==> config.mk <==
export PLATFORM = sky130hd
export DESIGN_NAME = rf_wb_arbiter
export DESIGN_NICKNAME = d
export VERILOG_FILES = /design/src/rtl/rf_wb_pkg.sv /design/src/rtl/rf_wb_fifo.sv /design/src/rtl/rf_wb_arbiter.sv
export SDC_FILE = /design/constraint.sdc
export NUM_CORES = 1
export LEC_CHECK = 0
export ABC_AREA = 0
export BUFFER_PORTS_ARGS = -buffer_cell sky130_fd_sc_hd__buf_2
export CORE_MARGIN = 10
export CORE_UTILIZATION = 45
export CTS_BUF_LIST = sky130_fd_sc_hd__clkbuf_8 sky130_fd_sc_hd__clkbuf_16
export CTS_CLUSTER_DIAMETER = 100
export DETAILED_ROUTE_END_ITERATION = 7
export PLACE_DENSITY = 0.73
export SYNTH_ARGS = -nofsm -noshare
export SYNTH_HDL_FRONTEND = slang
export SYNTH_SLANG_ARGS = --single-unit
==> constraint.sdc <==
create_clock -name clk -period 3.6 [get_ports clk]
set_input_delay 0.54 -clock clk [delete_from_list [all_inputs] [get_ports clk]]
set_output_delay 0.54 -clock clk [all_outputs]
set_load 0.01 [all_outputs]
==> src/rtl/rf_wb_pkg.sv <==
`default_nettype none
// ============================================================================
// Module      : rf_wb_pkg
// Description : Shared types and constants for the register-file write-back
//               arbiter: the write-request record, the arbiter state
//               encoding and the default starvation limit.
// Revision    : 1.0 - initial release
// ============================================================================
package rf_wb_pkg;

    localparam int c_addr_w               = 5;
    localparam int c_data_w               = 32;
    localparam int c_default_starve_limit = 3;

    // One register-file write: destination register and value.
    typedef struct packed {
        logic [c_addr_w-1:0] addr;
        logic [c_data_w-1:0] data;
    } wb_req_t;

    // NORMAL: lanes have priority, buffered returns fill spare ports.
    // DRAIN : lane 1 is held off so the oldest buffered return retires.
    typedef enum logic [0:0] {
        NORMAL = 1'b0,
        DRAIN  = 1'b1
    } arb_state_t;

    // Register 0 is hard-wired; a write to it retires without a write enable.
    function automatic logic has_rf_write(input wb_req_t req);
        return req.addr != '0;
    endfunction

endpackage
`default_nettype wire

==> src/rtl/rf_wb_fifo.sv <==
`default_nettype none
// ============================================================================
// Module      : rf_wb_fifo
// Description : Order-preserving buffer for long-latency write-back returns.
//               The head entry is presented combinationally; push and pop may
//               occur in the same cycle.
// Ports       : clk, rst          - clock, synchronous active-high reset
//               i_push/i_push_data - enqueue one return
//               i_pop              - dequeue the head entry
//               o_head             - current head entry (valid if o_count!=0)
//               o_count            - occupancy, 0..DEPTH
// Revision    : 1.0 - initial release
// ============================================================================
module rf_wb_fifo
    import rf_wb_pkg::*;
#(
    parameter int DEPTH = 4
)(
    input  logic                   clk,
    input  logic                   rst,
    input  logic                   i_push,
    input  wb_req_t                i_push_data,
    input  logic                   i_pop,
    output wb_req_t                o_head,
    output logic [$clog2(DEPTH):0] o_count
);

    localparam int c_ptr_w = $clog2(DEPTH);
    localparam int c_cnt_w = c_ptr_w + 1;

    wb_req_t              r_mem [DEPTH];
    logic [c_ptr_w-1:0]   r_rd_ptr;
    logic [c_ptr_w-1:0]   r_wr_ptr;
    logic [c_cnt_w-1:0]   r_count;

    // DEPTH is a power of two, so pointer overflow is the modulo wrap.
    always_ff @(posedge clk) begin
        if (rst) begin
            r_rd_ptr <= '0;
            r_wr_ptr <= '0;
            r_count  <= '0;
        end else begin
            if (i_push) begin
                r_wr_ptr <= r_wr_ptr + c_ptr_w'(1);
            end
            if (i_pop) begin
                r_rd_ptr <= r_rd_ptr + c_ptr_w'(1);
            end
            r_count <= r_count + c_cnt_w'(i_push) - c_cnt_w'(i_pop);
        end
    end

    always_ff @(posedge clk) begin
        if (i_push && !rst) begin
            r_mem[r_wr_ptr] <= i_push_data;
        end
    end

    assign o_head  = r_mem[r_rd_ptr];
    assign o_count = r_count;

endmodule
`default_nettype wire

==> src/rtl/rf_wb_arbiter.sv <==
`default_nettype none
// ============================================================================
// Module      : rf_wb_arbiter
// Description : Merges two in-order lane writes and buffered long-latency
//               returns onto a two-port register file. Grants are zero-cycle
//               (combinational); the return buffer, starvation counter and
//               NORMAL/DRAIN state are registered. Same-cycle writes are laid
//               out oldest-first so port 2 (which wins on equal address)
//               always carries the youngest value.
// Ports       : clk, reset                    - clock, sync active-high reset
//               l0_valid/waddr/wdata, l0_ready - lane 0 (older) request/grant
//               l1_valid/waddr/wdata, l1_ready - lane 1 (younger) request/grant
//               lr_valid/waddr/wdata, lr_ready - long-latency return/accept
//               we_01/waddr_01/wdata_01        - register-file write port 1
//               we_02/waddr_02/wdata_02        - register-file write port 2
//               fifo_count                     - return buffer occupancy
// Options     : RF_WB_BYPASS_EN - when defined, a return arriving at an empty
//               buffer is written straight to a free port in the same cycle.
// Revision    : 1.0 - initial release
// ============================================================================
module rf_wb_arbiter
    import rf_wb_pkg::*;
#(
    parameter int FIFO_DEPTH   = 4,
    parameter int STARVE_LIMIT = c_default_starve_limit
)(
    input  logic                        clk,
    input  logic                        reset,
    input  logic                        l0_valid,
    input  logic [c_addr_w-1:0]         l0_waddr,
    input  logic [c_data_w-1:0]         l0_wdata,
    output logic                        l0_ready,
    input  logic                        l1_valid,
    input  logic [c_addr_w-1:0]         l1_waddr,
    input  logic [c_data_w-1:0]         l1_wdata,
    output logic                        l1_ready,
    input  logic                        lr_valid,
    input  logic [c_addr_w-1:0]         lr_waddr,
    input  logic [c_data_w-1:0]         lr_wdata,
    output logic                        lr_ready,
    output logic                        we_01,
    output logic [c_addr_w-1:0]         waddr_01,
    output logic [c_data_w-1:0]         wdata_01,
    output logic                        we_02,
    output logic [c_addr_w-1:0]         waddr_02,
    output logic [c_data_w-1:0]         wdata_02,
    output logic [$clog2(FIFO_DEPTH):0] fifo_count
);

    localparam int c_cnt_w = $clog2(FIFO_DEPTH) + 1;
    localparam int c_stv_w = (STARVE_LIMIT < 1) ? 1 : $clog2(STARVE_LIMIT + 1);

    arb_state_t          r_state;
    arb_state_t          w_state_nxt;
    logic [c_stv_w-1:0]  r_starve;
    logic [c_stv_w-1:0]  w_starve_nxt;
    logic [c_cnt_w-1:0]  w_count_nxt;

    wb_req_t w_l0_req;
    wb_req_t w_l1_req;
    wb_req_t w_lr_req;
    wb_req_t w_fifo_head;
    wb_req_t w_head_req;
    wb_req_t w_p1;
    wb_req_t w_p2;
    logic    w_p1_v;
    logic    w_p2_v;

    logic w_fifo_empty;
    logic w_bypass_ok;
    logic w_head_valid;
    logic w_l0_gnt;
    logic w_l1_gnt;
    logic w_head_gnt;
    logic w_push;
    logic w_pop;

    assign w_l0_req = '{addr: l0_waddr, data: l0_wdata};
    assign w_l1_req = '{addr: l1_waddr, data: l1_wdata};
    assign w_lr_req = '{addr: lr_waddr, data: lr_wdata};

    assign w_fifo_empty = (fifo_count == '0);

`ifdef RF_WB_BYPASS_EN
    // An arriving return stands in for the missing head when the buffer is
    // empty; it is the oldest write in flight, so it takes the head's slot.
    assign w_bypass_ok = w_fifo_empty & lr_valid;
`else
    assign w_bypass_ok = 1'b0;
`endif

    assign w_head_valid = ~w_fifo_empty | w_bypass_ok;
    assign w_head_req   = w_fifo_empty ? w_lr_req : w_fifo_head;

    // ---------------------------------------------------------------- grants
    assign w_l0_gnt   = ~reset & l0_valid;
    assign w_l1_gnt   = ~reset & l1_valid & (r_state == NORMAL);
    assign w_head_gnt = ~reset & w_head_valid &
                        ((r_state == DRAIN) | ~(l0_valid & l1_valid));

    assign l0_ready = w_l0_gnt;
    assign l1_ready = w_l1_gnt;
    // Acceptance uses the pre-pop occupancy: a full buffer refuses even when
    // the head retires in the same cycle.
    assign lr_ready = ~reset & (fifo_count < c_cnt_w'(FIFO_DEPTH));

    // A granted head with an empty buffer can only be a bypassed return.
    assign w_pop  = w_head_gnt & ~w_fifo_empty;
    assign w_push = lr_valid & lr_ready & ~(w_head_gnt & w_fifo_empty);

    assign w_count_nxt = fifo_count + c_cnt_w'(w_push) - c_cnt_w'(w_pop);

    // ----------------------------------------------------- port placement
    // At most two writes are granted. The older goes to port 1 and the
    // younger to port 2; a lone write uses port 1.
    always_comb begin
        w_p1   = '0;
        w_p2   = '0;
        w_p1_v = 1'b0;
        w_p2_v = 1'b0;
        if (w_head_gnt) begin
            w_p1   = w_head_req;
            w_p1_v = 1'b1;
            if (w_l0_gnt) begin
                w_p2   = w_l0_req;
                w_p2_v = 1'b1;
            end else if (w_l1_gnt) begin
                w_p2   = w_l1_req;
                w_p2_v = 1'b1;
            end
        end else if (w_l0_gnt) begin
            w_p1   = w_l0_req;
            w_p1_v = 1'b1;
            if (w_l1_gnt) begin
                w_p2   = w_l1_req;
                w_p2_v = 1'b1;
            end
        end else if (w_l1_gnt) begin
            w_p1   = w_l1_req;
            w_p1_v = 1'b1;
        end
    end

    assign we_01    = w_p1_v & has_rf_write(w_p1);
    assign waddr_01 = w_p1.addr;
    assign wdata_01 = w_p1.data;
    assign we_02    = w_p2_v & has_rf_write(w_p2);
    assign waddr_02 = w_p2.addr;
    assign wdata_02 = w_p2.data;

    // ------------------------------------------------ starvation / state
    always_comb begin
        w_starve_nxt = r_starve;
        w_state_nxt  = r_state;

        if (w_fifo_empty || w_pop) begin
            w_starve_nxt = '0;
        end else if (r_starve != c_stv_w'(STARVE_LIMIT)) begin
            w_starve_nxt = r_starve + c_stv_w'(1);
        end

        case (r_state)
            NORMAL: begin
                if ((w_starve_nxt == c_stv_w'(STARVE_LIMIT)) ||
                    (w_count_nxt == c_cnt_w'(FIFO_DEPTH))) begin
                    w_state_nxt = DRAIN;
                end
            end
            DRAIN: begin
                if (w_head_gnt || w_fifo_empty) begin
                    w_state_nxt = NORMAL;
                end
            end
            default: w_state_nxt = NORMAL;
        endcase
    end

    always_ff @(posedge clk) begin
        if (reset) begin
            r_state  <= NORMAL;
            r_starve <= '0;
        end else begin
            r_state  <= w_state_nxt;
            r_starve <= w_starve_nxt;
        end
    end

    // ------------------------------------------------------ return buffer
    rf_wb_fifo #(
        .DEPTH (FIFO_DEPTH)
    ) u_fifo (
        .clk         (clk),
        .rst         (reset),
        .i_push      (w_push),
        .i_push_data (w_lr_req),
        .i_pop       (w_pop),
        .o_head      (w_fifo_head),
        .o_count     (fifo_count)
    );

endmodule
`default_nettype wire
# Word level (Yosys, flattened, before mapping)
# Memory sizes are Yosys's and may differ from the RTL's. A register that Yosys moved wholly into a read port is not among the register bits.
# Cells that the tools add are included.
[op_classes]
add_sub_neg = 5
magnitude_cmp = 1
n_eq_ne = 3
muxes = 20
n_bitwise = 19
reduce_logical = 8
[ops]
columns = ["op", "count"]
rows = [
  ["$mux W37", 6],
  ["$and A1 B1 Y1", 13],
  ["$reduce_bool A5 Y1", 2],
  ["$mux W1", 9],
  ["$mux W2", 4],
  ["$add A2 B1 Y2 const B", 3],
  ["$not A1 Y1", 5],
  ["$add A3 B1 Y3", 1],
  ["$eq A3 B3 Y1 const B", 1],
  ["$logic_not A3 Y1", 1],
  ["$logic_or A1 B1 Y1", 3],
  ["$lt A3 B3 Y1 const B", 1],
  ["$sub A3 B1 Y3", 1],
  ["$eq A2 B2 Y1 const B", 1],
  ["$ne A2 B2 Y1 const B", 1],
  ["$pmux W1 S2", 1],
  ["$logic_and A1 B1 Y1", 1],
  ["$logic_not A1 Y1", 1],
  ["$or A1 B1 Y1", 1],
]
[totals]
regBits = 10
ram_bits = 148
in_bits = 116
out_inout_bits = 82
elab_cells = 62
memories = 1
[mem_list]
columns = ["memory", "depth", "width", "read_ports", "rd_ports_with_merged_regs", "wr", "line", "source"]
rows = [
  ["u_fifo.r_mem", 4, 37, 1, 1, 1, "rf_wb_fifo.sv:31", "wb_req_t r_mem [DEPTH];"],
]

# Depth between registers and ports, before layout
[logic_depth]
word_depth = 13
depth_mapped = 13
ltp_nobuf = 11

# Hierarchy
# Synthesis repeated with hierarchy kept, for this count alone.
[unflattened]
cells_unflattened = 601
hier_area_um2 = 7961.4
[by_module_without_submodules]
columns = ["mod", "n_inst", "cells_per_inst", "area_each_um2"]
rows = [
  ["rf_wb_fifo", 1, 235, 5833.1],
  ["rf_wb_arbiter", 1, 366, 2128.3],
]

# Least setup slack after synthesis
# No wires, ideal clock.
[synth_path]
kind = "in2reg"
start = "input port l0_valid"
end = "register r_state"
arrival_time_ns = 2.898
setup_slack_ns = 0.624
cell_stages = 13
cell_sequence = "clkbuf_1 > nand3b_1 > nand3_1 > inv_1 > clkbuf_1 > ha_1 > inv_1 > ha_1 > fa_1 > xnor2_1 > xnor2_1 > o32a_1 > nor3_1"
[synth_via]
elab_cells_between_ends = 19
classes_between = "add/sub (2); eq/ne (2); mux (4); bitwise (8); reduce/logical (3)"
[synth_rtl]
columns = ["element", "line", "source"]
rows = [
  ["start: declaration", "rf_wb_arbiter.sv:29", "input logic l0_valid,"],
  ["$and A1 B1 Y1 (*)", "rf_wb_arbiter.sv:99", "((r_state == DRAIN) | ~(l0_valid & l1_valid));"],
  ["$not A1 Y1 (*)", "rf_wb_arbiter.sv:99", ""],
  ["$or A1 B1 Y1 (*)", "rf_wb_arbiter.sv:99", ""],
  ["$and A1 B1 Y1 (*)", "rf_wb_arbiter.sv:98", "assign w_head_gnt = ~reset & w_head_valid &"],
  ["$and A1 B1 Y1 (*)", "rf_wb_arbiter.sv:108", "assign w_pop = w_head_gnt & ~w_fifo_empty;"],
  ["named net u_fifo.i_pop", "rf_wb_fifo.sv:23", "input logic i_pop,"],
  ["branches (longest 3 deep; another with $sub A3 B1 Y3)", "-", ""],
  ["$logic_or A1 B1 Y1 (*)", "rf_wb_arbiter.sv:164", "if ((w_starve_nxt == c_stv_w'(STARVE_LIMIT)) ||"],
  ["$mux W1 (*)", "rf_wb_arbiter.sv:164", ""],
  ["$pmux W1 S2 (*)", "rf_wb_arbiter.sv:162", "case (r_state)"],
  ["end signal: assignment", "rf_wb_arbiter.sv:183", "r_state <= w_state_nxt;"],
  ["end: declaration", "rf_wb_arbiter.sv:53", "arb_state_t r_state;"],
]
# Mark *: on every way through the listed nets, which the timed path passes.
# A chain may end at the register's enable or synchronous reset.

==> metrics.md <==
| Metric | Value |
|---|---|
| LEAKAGE | `3.48 nW` |
| Synth cell types | `40` |
| Synth top area share | `0.619` |
| Number of port buffers | `197` |
| DRT antenna net count | `0` |
| Relative slew slack | `0.305` |
| Critical Path AT | `2.66 ns` |
| Unrepaired setup endpoints after global routing | `no` |
| Hold Crit Class | `input port to register` |
| Post-Route WL | `19500 microns` |
| Max Slew Vio Count | `0` |
| Warnings from Yosys | `0` |
| Io pins | `198` |
| CTS max path bufs | `2` |
| Ratio of cells with drive above 1 in the final layout | `0.426` |
| Synth Register Bits | `160` |
| Cell Count, Final, Fillers Out | `891` |
| Aggregate global-route resource usage | `0.179` |
| Die Area | `21400 sq um` |
| Total Power | `5.41 mW` |
| # hold bufs at CTS | `0` |
| Largest net degree at the start of global routing | `33` |
| Final hold viol count | `0` |
| Vias | `4944` |
| Status | `completed` |
| Measured slew at the worst slew-check pin | `1.03 ns` |
| First-pass GRT wire length | `29900 microns` |
| Critical Path RT | `3.06 ns` |
| Top cells by area, synth | `edfxtp_1 62%, mux4_2 11%, a22o_1 4.4%, mux2i_1 3.5%, dfxtp_1 3.3%` |
| # Post-CTS Setup Buffers | `0` |
| CP max FO | `12` |
| Clk sinks | `160` |
| Crit path capture type | `output port` |
| Average size of a mapped cell | `15.7 sq um` |
| DR DRC count | `0` |
| CTS buffer count | `17` |
| Post-synth net total | `580` |
| WS Path Type | `register to output port` |
| Switching pwr | `1.54 mW` |
| Cell internal pwr | `3.87 mW` |
| GP Congestion | `0.895` |
| Drt initial violations | `411` |
| Sequential cell area | `4690 sq um` |
| Chip height | `146 microns` |
| PostCTS Resize Cnt | `0` |
| Max Cap Viol | `0` |
| Drt via density | `5.55` |
| Yosys top cell by area | `edfxtp_1` |
| Dpl cells | `857` |
| Cell Area, Synth | `7180 sq um` |
| Pwr Density | `596 nW/um^2` |
| Core box area | `15800 sq um` |
| Crit share post-route | `0.888` |
| Fin crit period | `3.20 ns` |
| Max H-tree Level | `4` |
| Setup violators final | `0` |
| Die width | `146 microns` |
| Place WS | `0.678 ns` |
| Initial Util | `0.455` |
| Clock Pin Slew Worst Setup and Hold Paths | `0.06 ns` |
| Final WS setup | `0.402 ns` |
| Layout Nets | `783` |
| CTS tree | `yes` |
| Final Cell Area | `9060 sq um` |
| Grt total ovfl | `0` |
| Vias in the first global route | `5344` |
| Seq/Total Area, Yosys | `0.652` |
| Clk pwr share | `0.323` |
| Clock Root Buffer | `clkbuf_16` |
| Initial antenna violation count | `2` |
| Hold Worst Slack | `0.345 ns` |
| Area Overhead vs Synth | `26.2%` |
| Worst skew pair latency | `0.41 ns` |
| Logic pwr share | `0.268` |
| DR WL/cell | `21.9 microns` |
| Placed cell area | `8480 sq um` |
| Reg power frac | `0.410` |
| Post-Synthesis Cells | `457` |
| Sw Share | `0.285` |
| Row count | `46` |
| DRT Pass-1 Iters | `5` |
| Highest clock rate | `0.313 GHz` |
| Multi-input logic area | `2340 sq um` |
| VDD IR max | `0.439 mV` |
| Setup skew after layout | `0.00579 ns` |
| Worst setup SP type | `register` |
| Fill cells | `1305` |
| Utilization after layout | `0.575` |
| Post-DP HPWL | `14100 microns` |
| Total negative slack | `0 ns` |
## worst max-delay path, stage by stage (launching register included)
cell	delay [ns]
dfxtp_2	0.58
mux4_2	0.57
a2111o_1	0.37
o32ai_1	0.12
or4b_1	0.45
buf_2	0.16
## kinds of logic (layout without fill, tap and decap cells)
family,Yosys count,after routing,synth area share
AND/OR/NAND/NOR,90,90,0.0599
multiplexers,65,65,0.156
AO/OA/AOI/OAI,91,91,0.0909
adder cells (fa/ha/maj),7,7,0.0132
XOR/XNOR,3,3,0.00366
other,0,2,0
buffers and inverters,41,257,0.0239
flip-flops,160,160,0.652
## placed cells by master (no fill, tap or decap), drive strengths merged, types with 3 or more instances in the layout
cell and n:
clkbuf 17, mux4 37, bufinv 3, inv 12
nor3 3, ha 6, and3 4, buf 214
nand4bb 5, a221oi 7, nand2 40, edfxtp 148
xnor2 3, clkinv 10, mux2 3, nor2b 4
a21oi 11, a22o 36, and2 3, dfxtp 12
mux2i 25, o21ai 27, nor2 23
## path summary, 6_finish.rpt
| path | startpoint | to | cells past startpoint | slack [ns] |
|---|---|---|---|---|
| worst max-delay path | register | we_01 | 5 | 0.40 |
| worst max register to register | u_fifo.o_count[1] | r_state | 11 | 0.91 |
| worst min register to register | r_starve[0] | r_starve[0] | 1 | 0.43 |
| worst min-delay path | lr_wdata[20] | u_fifo.r_mem[1][20] | 1 | 0.35 |
## cell usage after synthesis, drive strengths merged
| cell | instances |
|---|---|
| edfxtp | 148 |
| nand2 | 40 |
| mux4 | 37 |
| a22o | 36 |
| o21ai | 27 |
| mux2i | 25 |
| nor2 | 23 |
| clkbuf | 19 |
| dfxtp | 12 |
| a21oi | 11 |
| buf | 11 |
| inv | 10 |
| a221oi | 7 |
| ha | 6 |
| nand4bb | 5 |
| and3 | 4 |
| nor2b | 4 |
| and2 | 3 |
| mux2 | 3 |
| nor3 | 3 |
| xnor2 | 3 |
| nand3 | 2 |
| nand3b | 2 |
| o31ai | 2 |
| o41ai | 2 |
| or3 | 2 |
| a2111o | 1 |
| clkinv | 1 |
| fa | 1 |
| nand2b | 1 |
| o211ai | 1 |
| o21a | 1 |
| o31a | 1 |
| o32a | 1 |
| o32ai | 1 |
| or4b | 1 |
## metal layers
layer / up-vias / global-route usage / part of all wire
li1: 2238 / - / -
met1: 2468 / 0.203 / 0.38
met2: 210 / 0.315 / 0.54
met3: 26 / 0.0504 / 0.058
met4: 2 / 0.0696 / 0.019
met5: - / 0 / 0.00067
## area by class of cell
| class | instances | area share |
|---|---|---|
| diodes | 2 | 0.000552 |
| clock buffers | 17 | 0.0469 |
| clock inverters | 15 | 0.0168 |
| inverters | 11 | 0.00456 |
| multi-input cells | 256 | 0.258 |
| flip-flops and latches | 160 | 0.517 |
| well taps | 216 | 0.0298 |
| repair buffers | 214 | 0.126 |
## power by group through the flow
stage                     Clock (mW)  Sequential, mW  Combinational [mW]
after detailed placement           0            2.25                1.45
final                           1.74            2.21                1.45
after global routing            1.86            2.23                1.57
after CTS                       1.78            2.22                1.46
after global placement             0            2.25                1.42
after floorplan                    0            2.23               0.911
## registers in the layout, summed over array words and instances (netlist names), named ones only
signal / cells
r_state: 1
u_fifo.r_wr_ptr: 2
r_starve: 2
u_fifo.r_mem: 148
u_fifo.r_rd_ptr: 2
u_fifo.o_count: 3
Power figures use the tool's default switching activity.
